### config.mk
export PLATFORM = sky130hd
export DESIGN_NAME = ad7124_conv_sequencer
export DESIGN_NICKNAME = d
export VERILOG_FILES = /design/src/rtl/ad7124_conv_sequencer.sv
export SDC_FILE = /design/constraint.sdc
export NUM_CORES = 1
export LEC_CHECK = 0
export CAP_MARGIN = 10
export CORE_ASPECT_RATIO = 0.9
export CORE_MARGIN = 4
export CORE_UTILIZATION = 45
export DETAILED_ROUTE_END_ITERATION = 7
export HOLD_SLACK_MARGIN = 0.06
export PLACE_DENSITY = 0.85
export SYNTH_ARGS = -nofsm -noshare
export SYNTH_HDL_FRONTEND = slang
export SYNTH_SLANG_ARGS = --single-unit
### constraint.sdc
create_clock -name clk -period 5.5 [get_ports clk]
set_input_delay 1.1 -clock clk [delete_from_list [all_inputs] [get_ports clk]]
set_output_delay 1.1 -clock clk [all_outputs]
set_load 0.05 [all_outputs]
### src/rtl/ad7124_conv_sequencer.sv
// AD7124 conversion sequencer: polls STATUS until RDY_n=0, then reads DATA and emits it tagged with its channel.
// Latency: sample_valid 1 clk after the DATA spi_rd_vld; no backpressure, the SPI handshake is pulse-only.
module ad7124_conv_sequencer #(
    parameter int unsigned CW       = 16,
    parameter logic [7:0]  STAT_CMD = 8'h40,
    parameter logic [7:0]  DATA_CMD = 8'h42,
    parameter int unsigned GAP_CYC  = 64,
    parameter int unsigned POLL_CYC = 256,
    parameter int unsigned TMO_CYC  = 65535
) (
    input  logic        clk,
    input  logic        rst,
    input  logic        enable,
    input  logic        continuous,
    input  logic        err_clr,
    output logic [7:0]  spi_cmd,
    output logic        spi_cmd_vld,
    input  logic [23:0] spi_rd_data,
    input  logic        spi_rd_vld,
    output logic [23:0] sample_data,
    output logic [3:0]  sample_chan,
    output logic        sample_valid,
    output logic        busy,
    output logic        err_timeout
);

    typedef enum logic [3:0] {
        IDLE, ISSUE_S, WAIT_S, CHECK, POLL, GAP_D, ISSUE_D, WAIT_D, DONE, GAP_S
    } state_t;

    localparam logic [CW-1:0] GAP_LAST  = CW'(GAP_CYC - 1);
    localparam logic [CW-1:0] POLL_LAST = CW'(POLL_CYC - 1);
    localparam logic [CW-1:0] TMO_LAST  = CW'(TMO_CYC - 1);

    state_t        state_q, state_d;
    logic [CW-1:0] cnt_q, cnt_d;
    logic [7:0]    spi_cmd_q, spi_cmd_d;
    logic          spi_cmd_vld_q, spi_cmd_vld_d;
    logic          rdy_n_q, rdy_n_d;
    logic [3:0]    chan_q, chan_d;
    logic [23:0]   sample_data_q, sample_data_d;
    logic [3:0]    sample_chan_q, sample_chan_d;
    logic          sample_valid_q, sample_valid_d;
    logic          err_q, err_d;
    logic          oneshot_q, oneshot_d;
    logic          tmo_hit;

    always_comb begin
        state_d        = state_q;
        cnt_d          = cnt_q;
        spi_cmd_d      = spi_cmd_q;
        rdy_n_d        = rdy_n_q;
        chan_d         = chan_q;
        sample_data_d  = sample_data_q;
        sample_chan_d  = sample_chan_q;
        sample_valid_d = 1'b0;
        oneshot_d      = oneshot_q & enable;
        tmo_hit        = 1'b0;

        case (state_q)
            IDLE: begin
                // a finished single-shot run stays parked until enable is dropped
                if (enable && !err_q && !oneshot_q) state_d = ISSUE_S;
            end
            ISSUE_S: state_d = WAIT_S;
            WAIT_S: begin
                if (spi_rd_vld) begin
                    rdy_n_d = spi_rd_data[23];
                    chan_d  = spi_rd_data[19:16];
                    state_d = enable ? CHECK : IDLE;
                end else if (cnt_q == TMO_LAST) begin
                    tmo_hit = 1'b1;
                    state_d = IDLE;
                end else if (cnt_q != '1) begin
                    cnt_d = cnt_q + 1'b1;
                end
            end
            CHECK: state_d = rdy_n_q ? POLL : GAP_D;
            POLL: begin
                if (!enable)                state_d = IDLE;
                else if (cnt_q == POLL_LAST) state_d = ISSUE_S;
                else                        cnt_d = cnt_q + 1'b1;
            end
            GAP_D: begin
                if (!enable)               state_d = IDLE;
                else if (cnt_q == GAP_LAST) state_d = ISSUE_D;
                else                       cnt_d = cnt_q + 1'b1;
            end
            ISSUE_D: state_d = WAIT_D;
            WAIT_D: begin
                if (spi_rd_vld) begin
                    sample_data_d  = spi_rd_data;
                    sample_chan_d  = chan_q;
                    sample_valid_d = 1'b1;
                    state_d        = DONE;
                end else if (cnt_q == TMO_LAST) begin
                    tmo_hit = 1'b1;
                    state_d = IDLE;
                end else if (cnt_q != '1) begin
                    cnt_d = cnt_q + 1'b1;
                end
            end
            DONE: begin
                if (continuous && enable) begin
                    state_d = GAP_S;
                end else begin
                    state_d   = IDLE;
                    oneshot_d = enable;
                end
            end
            GAP_S: begin
                if (!enable)               state_d = IDLE;
                else if (cnt_q == GAP_LAST) state_d = ISSUE_S;
                else                       cnt_d = cnt_q + 1'b1;
            end
            default: state_d = IDLE;
        endcase

        if (state_d != state_q) cnt_d = '0;

        spi_cmd_vld_d = (state_d == ISSUE_S) || (state_d == ISSUE_D);
        if (state_d == ISSUE_S) spi_cmd_d = STAT_CMD;
        if (state_d == ISSUE_D) spi_cmd_d = DATA_CMD;

        // a timeout in the same cycle as err_clr must leave the flag set
        err_d = tmo_hit ? 1'b1 : (err_clr ? 1'b0 : err_q);
    end

    always_ff @(posedge clk or negedge rst) begin
        if (!rst) begin
            state_q        <= IDLE;
            cnt_q          <= '0;
            spi_cmd_q      <= STAT_CMD;
            spi_cmd_vld_q  <= 1'b0;
            rdy_n_q        <= 1'b0;
            chan_q         <= '0;
            sample_data_q  <= '0;
            sample_chan_q  <= '0;
            sample_valid_q <= 1'b0;
            err_q          <= 1'b0;
            oneshot_q      <= 1'b0;
        end else begin
            state_q        <= state_d;
            cnt_q          <= cnt_d;
            spi_cmd_q      <= spi_cmd_d;
            spi_cmd_vld_q  <= spi_cmd_vld_d;
            rdy_n_q        <= rdy_n_d;
            chan_q         <= chan_d;
            sample_data_q  <= sample_data_d;
            sample_chan_q  <= sample_chan_d;
            sample_valid_q <= sample_valid_d;
            err_q          <= err_d;
            oneshot_q      <= oneshot_d;
        end
    end

    assign spi_cmd      = spi_cmd_q;
    assign spi_cmd_vld  = spi_cmd_vld_q;
    assign sample_data  = sample_data_q;
    assign sample_chan  = sample_chan_q;
    assign sample_valid = sample_valid_q;
    assign busy         = (state_q != IDLE);
    assign err_timeout  = err_q;

endmodule
# After elaboration in Yosys (flattened, before gate mapping)
# Index checks and enable logic that the tools add are counted.
# word_totals
regBits	65
input_bits	30
elab_cells	86
# classes
add_sub_neg	1
n_mux	34
eq_ne	23
n_bitwise	1
reduce_logical	16
# ops
operator	n
16-bit 2-to-1 mux	8
16-bit one-hot mux with 3 select lines	1
4-bit 2-to-1 mux	11
4-bit one-hot mux with 10 select lines	1
4-bit by 3-bit == test with 1-bit output (second input constant)	5
16-bit by 1-bit adder with 16-bit output (second input constant)	1
16-bit == test (second input constant)	1
16-bit by 6-bit == test with 1-bit output (second input constant)	1
16-bit by 8-bit == test with 1-bit output (second input constant)	1
8-bit 2-to-1 mux	2
16-bit != test (second input constant)	1
1-bit 2-to-1 mux	10
3-bit by 2-bit != test with 1-bit output (second input constant)	3
4-bit by 1-bit == test with 1-bit output (second input constant)	2
4-bit by 2-bit == test with 1-bit output (second input constant)	2
4-bit == test (second input constant)	2
8-bit AND reduction	1
4-bit nonzero test	2
3-bit by 1-bit != test with 1-bit output (second input constant)	2
3-bit != test (second input constant)	2
4-bit zero test	1
4-bit != test	1
2-bit AND reduction	2
2-bit nonzero test	2
6 further kinds	10

# Longest topological paths before layout
# depth
word_depth	8
mapped_depth	10
mapped_depth_nobuf	9

# Least setup slack after synthesis
# OpenSTA, ideal clock, no wires.
# synth_timing
path_type	input to register
start	input port enable
end	register cnt_q[0]
cell_stages	9
arrival_ps	2656
setup_time_ps	69
path_slack_ps	2775
path_buffers	2
cell_sequence	buf_2 > nor2b_1 > a211o_1 > a21oi_1 > o31a_1 > a21oi_1 > o2111ai_4 > buf_6 > nor2_2
# synth_via
elab_chain_len	7
elab_cells_between_ends	22
classes_between	8 x eq/ne; 9 x mux; 5 x reduce/logical
# synth_lines
item	line	text
start: declaration	13	input logic enable,
1-bit logical AND (2 in series)	63	if (enable && !err_q && !oneshot_q) state_d = ISSUE_S;
4-bit 2-to-1 mux	63	
4-bit one-hot mux with 10 select lines	60	case (state_q)
4-bit != test	119	if (state_d != state_q) cnt_d = '0;
3-bit != test (no line) (tied with other cells)	n/a	
8-bit AND reduction (no line)	n/a	
end signal: assignment	144	cnt_q <= cnt_d;
end: declaration	36	logic [CW-1:0] cnt_q, cnt_d;
# Several ways; a longest one is shown, not always the timed one.
# A chain may end at the register's enable or synchronous reset.

# Worst setup path in the final report
# layout_timing
start	input port enable
end	register cnt_q[1]
# layout_via
elab_chain_len	7
elab_cells_between_ends	22
classes_between	8 x eq/ne; 9 x mux; 5 x reduce/logical
# layout_lines
item	line	text
1-bit logical AND (2 in series)	63	
4-bit 2-to-1 mux	63	
4-bit one-hot mux with 10 select lines *	60	
via state_d[1]	35	state_t state_q, state_d;
4-bit != test *	119	
3-bit != test (no line) (tied with other cells)	n/a	
8-bit AND reduction (no line)	n/a	
# The timed path passes the listed nets; every way through them passes the cells marked *.

==> run_results.csv <==
group,metric,value,unit
flow_run,maxCapViolCount,0,
floorplanning,initial_core_util,47.4,%
worst_setup_path,setup.worst_path.start_class,"input port",
final_layout,drive_gt1_share,11.0,%
routing,drt-initial-drc-count,207,
floorplanning,row_count,27,
floorplanning,pin_count,70,
timing,fin_crit_sh,60.6,%
yosys,synth.top_cells.by_count,"92 x nand2_1, 58 x dfrtp_1, 15 x nor2_1, 15 x xor2_1, 14 x nand3_1",
final_layout,antenna_cells,0,
yosys,yosys-top-cells-area,"dfrtp_1 49%, nand2_1 12%, xor2_1 4.4%, nand4_1 2.7%, buf_4 2.5%",
yosys,synth_seq_cells,58,
yosys,synth_warnings,0,
worst_setup_path,cpPeakStageDelay,630,ps
routing,totalWireLength,6.73,mm
clocking,clkSlewWorstSetupHoldPaths,60,ps
clocking,cts_buffers,9,
timing,hold_viol_final,0,
global_route,first_global_vias,2432,
global_route,track_usage,18.1,%
worst_setup_path,worstPathArrival,3570,ps
timing,min_period,3330,ps
final_layout,final_area,3770,um^2
yosys,syn_avg_cell_area,9.18,um^2
worst_setup_path,endpoint_kind,"flop",
placement,placed_cell_area,3580,um^2
worst_setup_path,crit_chain,"clkdlybuf4s50_1, nor2b_1, nand3_1, nor4_2, a211o_1, xnor2_2, o2111ai_4, a211oi_1",
timing,worstMarginPinSlew,817,ps
worst_setup_path,crit_type,"in2reg",
clocking,ctsHoldBuffers,0,
power_and_ir_drop,leakagePower,1.71,nW
placement,placed_cells,455,
global_route,grt_pass1_wl,11.5,mm
clocking,cts_resized,0,
worst_setup_path,timing.critical_path.required,5730,ps
placement,place.gp.congestion,0.932,
final_layout,num-fill-cells,534,
routing,route.detailed.drc,0,
timing,slew_viol_final,0,
timing,finalSetupTns,0,ps
clocking,clock-sinks,58,
clocking,htreeDepth,3,
yosys,synth.most_common_cell,"nand2_1",
global_route,grt_max_degree,59,
timing,finalSetupViolations,0,
routing,dr.pass1.iters,5,
timing,skew,5.40,ps
placement,hpwl,4.67,mm
floorplanning,die_area,7950,um^2
routing,wl_per_cell,14.3,um
final_layout,stdcell_count,470,
timing,max_freq,300,MHz
final_layout,fin_util,60.3,%
clocking,clock_latency,330,ps
routing,vias_per_cell,5.20,
yosys,synth_largest_area_cell,"dfrtp_1",
clocking,cts.path.max_buffers,2,
yosys,async_flop_share,100,%
clocking,cts_setup_buffers,0,
floorplanning,core-area,6250,um^2
timing,slew_headroom,45.5,%
worst_setup_path,cp_max_fo,16,
status,status,"finished, final reports clean",
floorplanning,die_x,93.6,um
hold_path,hp-class,"reg2reg",
placement,port_buffers,62,
power_and_ir_drop,max-vdd-ir-drop,0.000346,V
yosys,yosysSeqAreaShare,48.9,%
yosys,ys.flop_type,"dfrtp_1",
yosys,synth_edf_count,0,
clocking,root_buffer,"clkbuf_8",
final_layout,area_delta_synth_final,27.0,%
timing,rsz0062_at_grt,"no",
power_and_ir_drop,p_per_area,580,nW/um^2
clocking,cts_tree,"built",
yosys,syn-cell-area,2970,um^2
global_route,antenna_found_initial,0,
final_layout,nets,411,
yosys,netlist.area_leader.share,48.9,%
yosys,yosysUniqueCellTypes,52,
routing,num_vias,2444,
global_route,gr-total-overflow,0,
routing,postRouteAntennaNets,0,
power_and_ir_drop,totalPowerFinal,2.19,mW
yosys,synth_cells,323,
worst_setup_path,worst_path_max_delay_cell,"clkdlybuf4s50_1",
floorplanning,die_y,85.0,um
layout by cell type, fill, tap and decap left out, types with 5 or more instances in the layout:
cell type,synthesis,routed
nor2_1,15,15
conb_1,2,7
nand2_1,92,92
a21oi_1,8,8
mux2_2,5,5
xor2_1,15,15
o21ai_0,6,6
clkbuf_8,0,10
nor2_2,10,10
inv_1,8,8
nand4_1,13,13
dfrtp_1,58,58
nand3_1,14,14
clkdlybuf4s50_1,0,61
final timing paths:
path | start | to | slack (ps) | cells after the start
worst min-delay path | chan_q[3]$_DFFE_PN0P_ | sample_chan[3]$_DFFE_PN0P_ | 470 | 2
worst min register to register | chan_q[3]$_DFFE_PN0P_ | sample_chan[3]$_DFFE_PN0P_ | 470 | 2
worst max register to register | cnt_q[0]$_DFFE_PN0P_ | cnt_q[1]$_DFFE_PN0P_ | 2670 | 8
worst max-delay path | enable | cnt_q[1]$_DFFE_PN0P_ | 2170 | 8
max in group asynchronous | rst | state_q[1]$_DFF_PN0_ | 4100 | 2
min in group asynchronous | rst | cnt_q[0]$_DFFE_PN0P_ | 910 | 2
layer usage:
| metal | routed length, um | vias to the layer above | global-route usage [%] |
|---|---|---|---|
| li1 | - | 1179 | - |
| met1 | 2880 | 1161 | 23.4 |
| met2 | 3180 | 93 | 28.1 |
| met3 | 546 | 11 | 5.76 |
| met4 | 123 | 0 | 7.48 |
| met5 | 0 | - | 0 |
layout make-up:
type	count	area, um^2	share of cell area, %
sequential	58	1450	38.5
multi-input combinational	238	1360	36.1
timing repair buffer	64	631	16.7
clock buffer	12	145	3.85
tap	87	109	2.89
clock inverter	3	40.0	1.06
inverter	8	30.0	0.797
sequential cells by signal, summed over array words and instances, names as in the netlist:
| register | cells |
|---|---|
| state_q | 4 |
| oneshot_q | 1 |
| cnt_q | 16 |
| spi_cmd_vld | 1 |
| sample_chan | 4 |
| spi_cmd | 1 |
| chan_q | 4 |
| err_timeout | 1 |
| sample_data | 24 |
| sample_valid | 1 |
| rdy_n_q | 1 |
through the flow:
stage | setup WS [ps] | hold slack, ps
finish | 2170 | 474
global route | 1950 | 504
CTS | 2180 | 473
detailed placement | 1830 | 453
global placement | 1980 | 443
floorplan | 2770 | 433
cell families (layout without fill, tap and decap cells):
| logic type | after synthesis | count (layout) | share of synthesized area, % |
|---|---|---|---|
| buffers and inverters | 32 | 87 | 5.82 |
| AND/OR/NAND/NOR | 172 | 172 | 28.1 |
| AO/OA/AOI/OAI | 34 | 34 | 8.48 |
| XOR/XNOR | 17 | 17 | 5.27 |
| multiplexers | 6 | 6 | 2.24 |
| other | 2 | 7 | 0.253 |
| flip-flops | 58 | 58 | 48.9 |
| adder cells (fa/ha/maj) | 2 | 2 | 0.844 |
critical path: cells and delay by family:
family / cells / cell delay [ps]
and+or+nand+nor: 3 / 800
AOI/OAI and AO/OA: 3 / 880
xor gates and xnor gates: 1 / 150
buffers and inverters: 1 / 630
power by group:
group	internal [mW]	switching, mW
Clock	0.218	0.156
Combinational	0.373	0.750
Sequential	0.570	0.119
No activity file was read; power rests on OpenSTA's default activity.
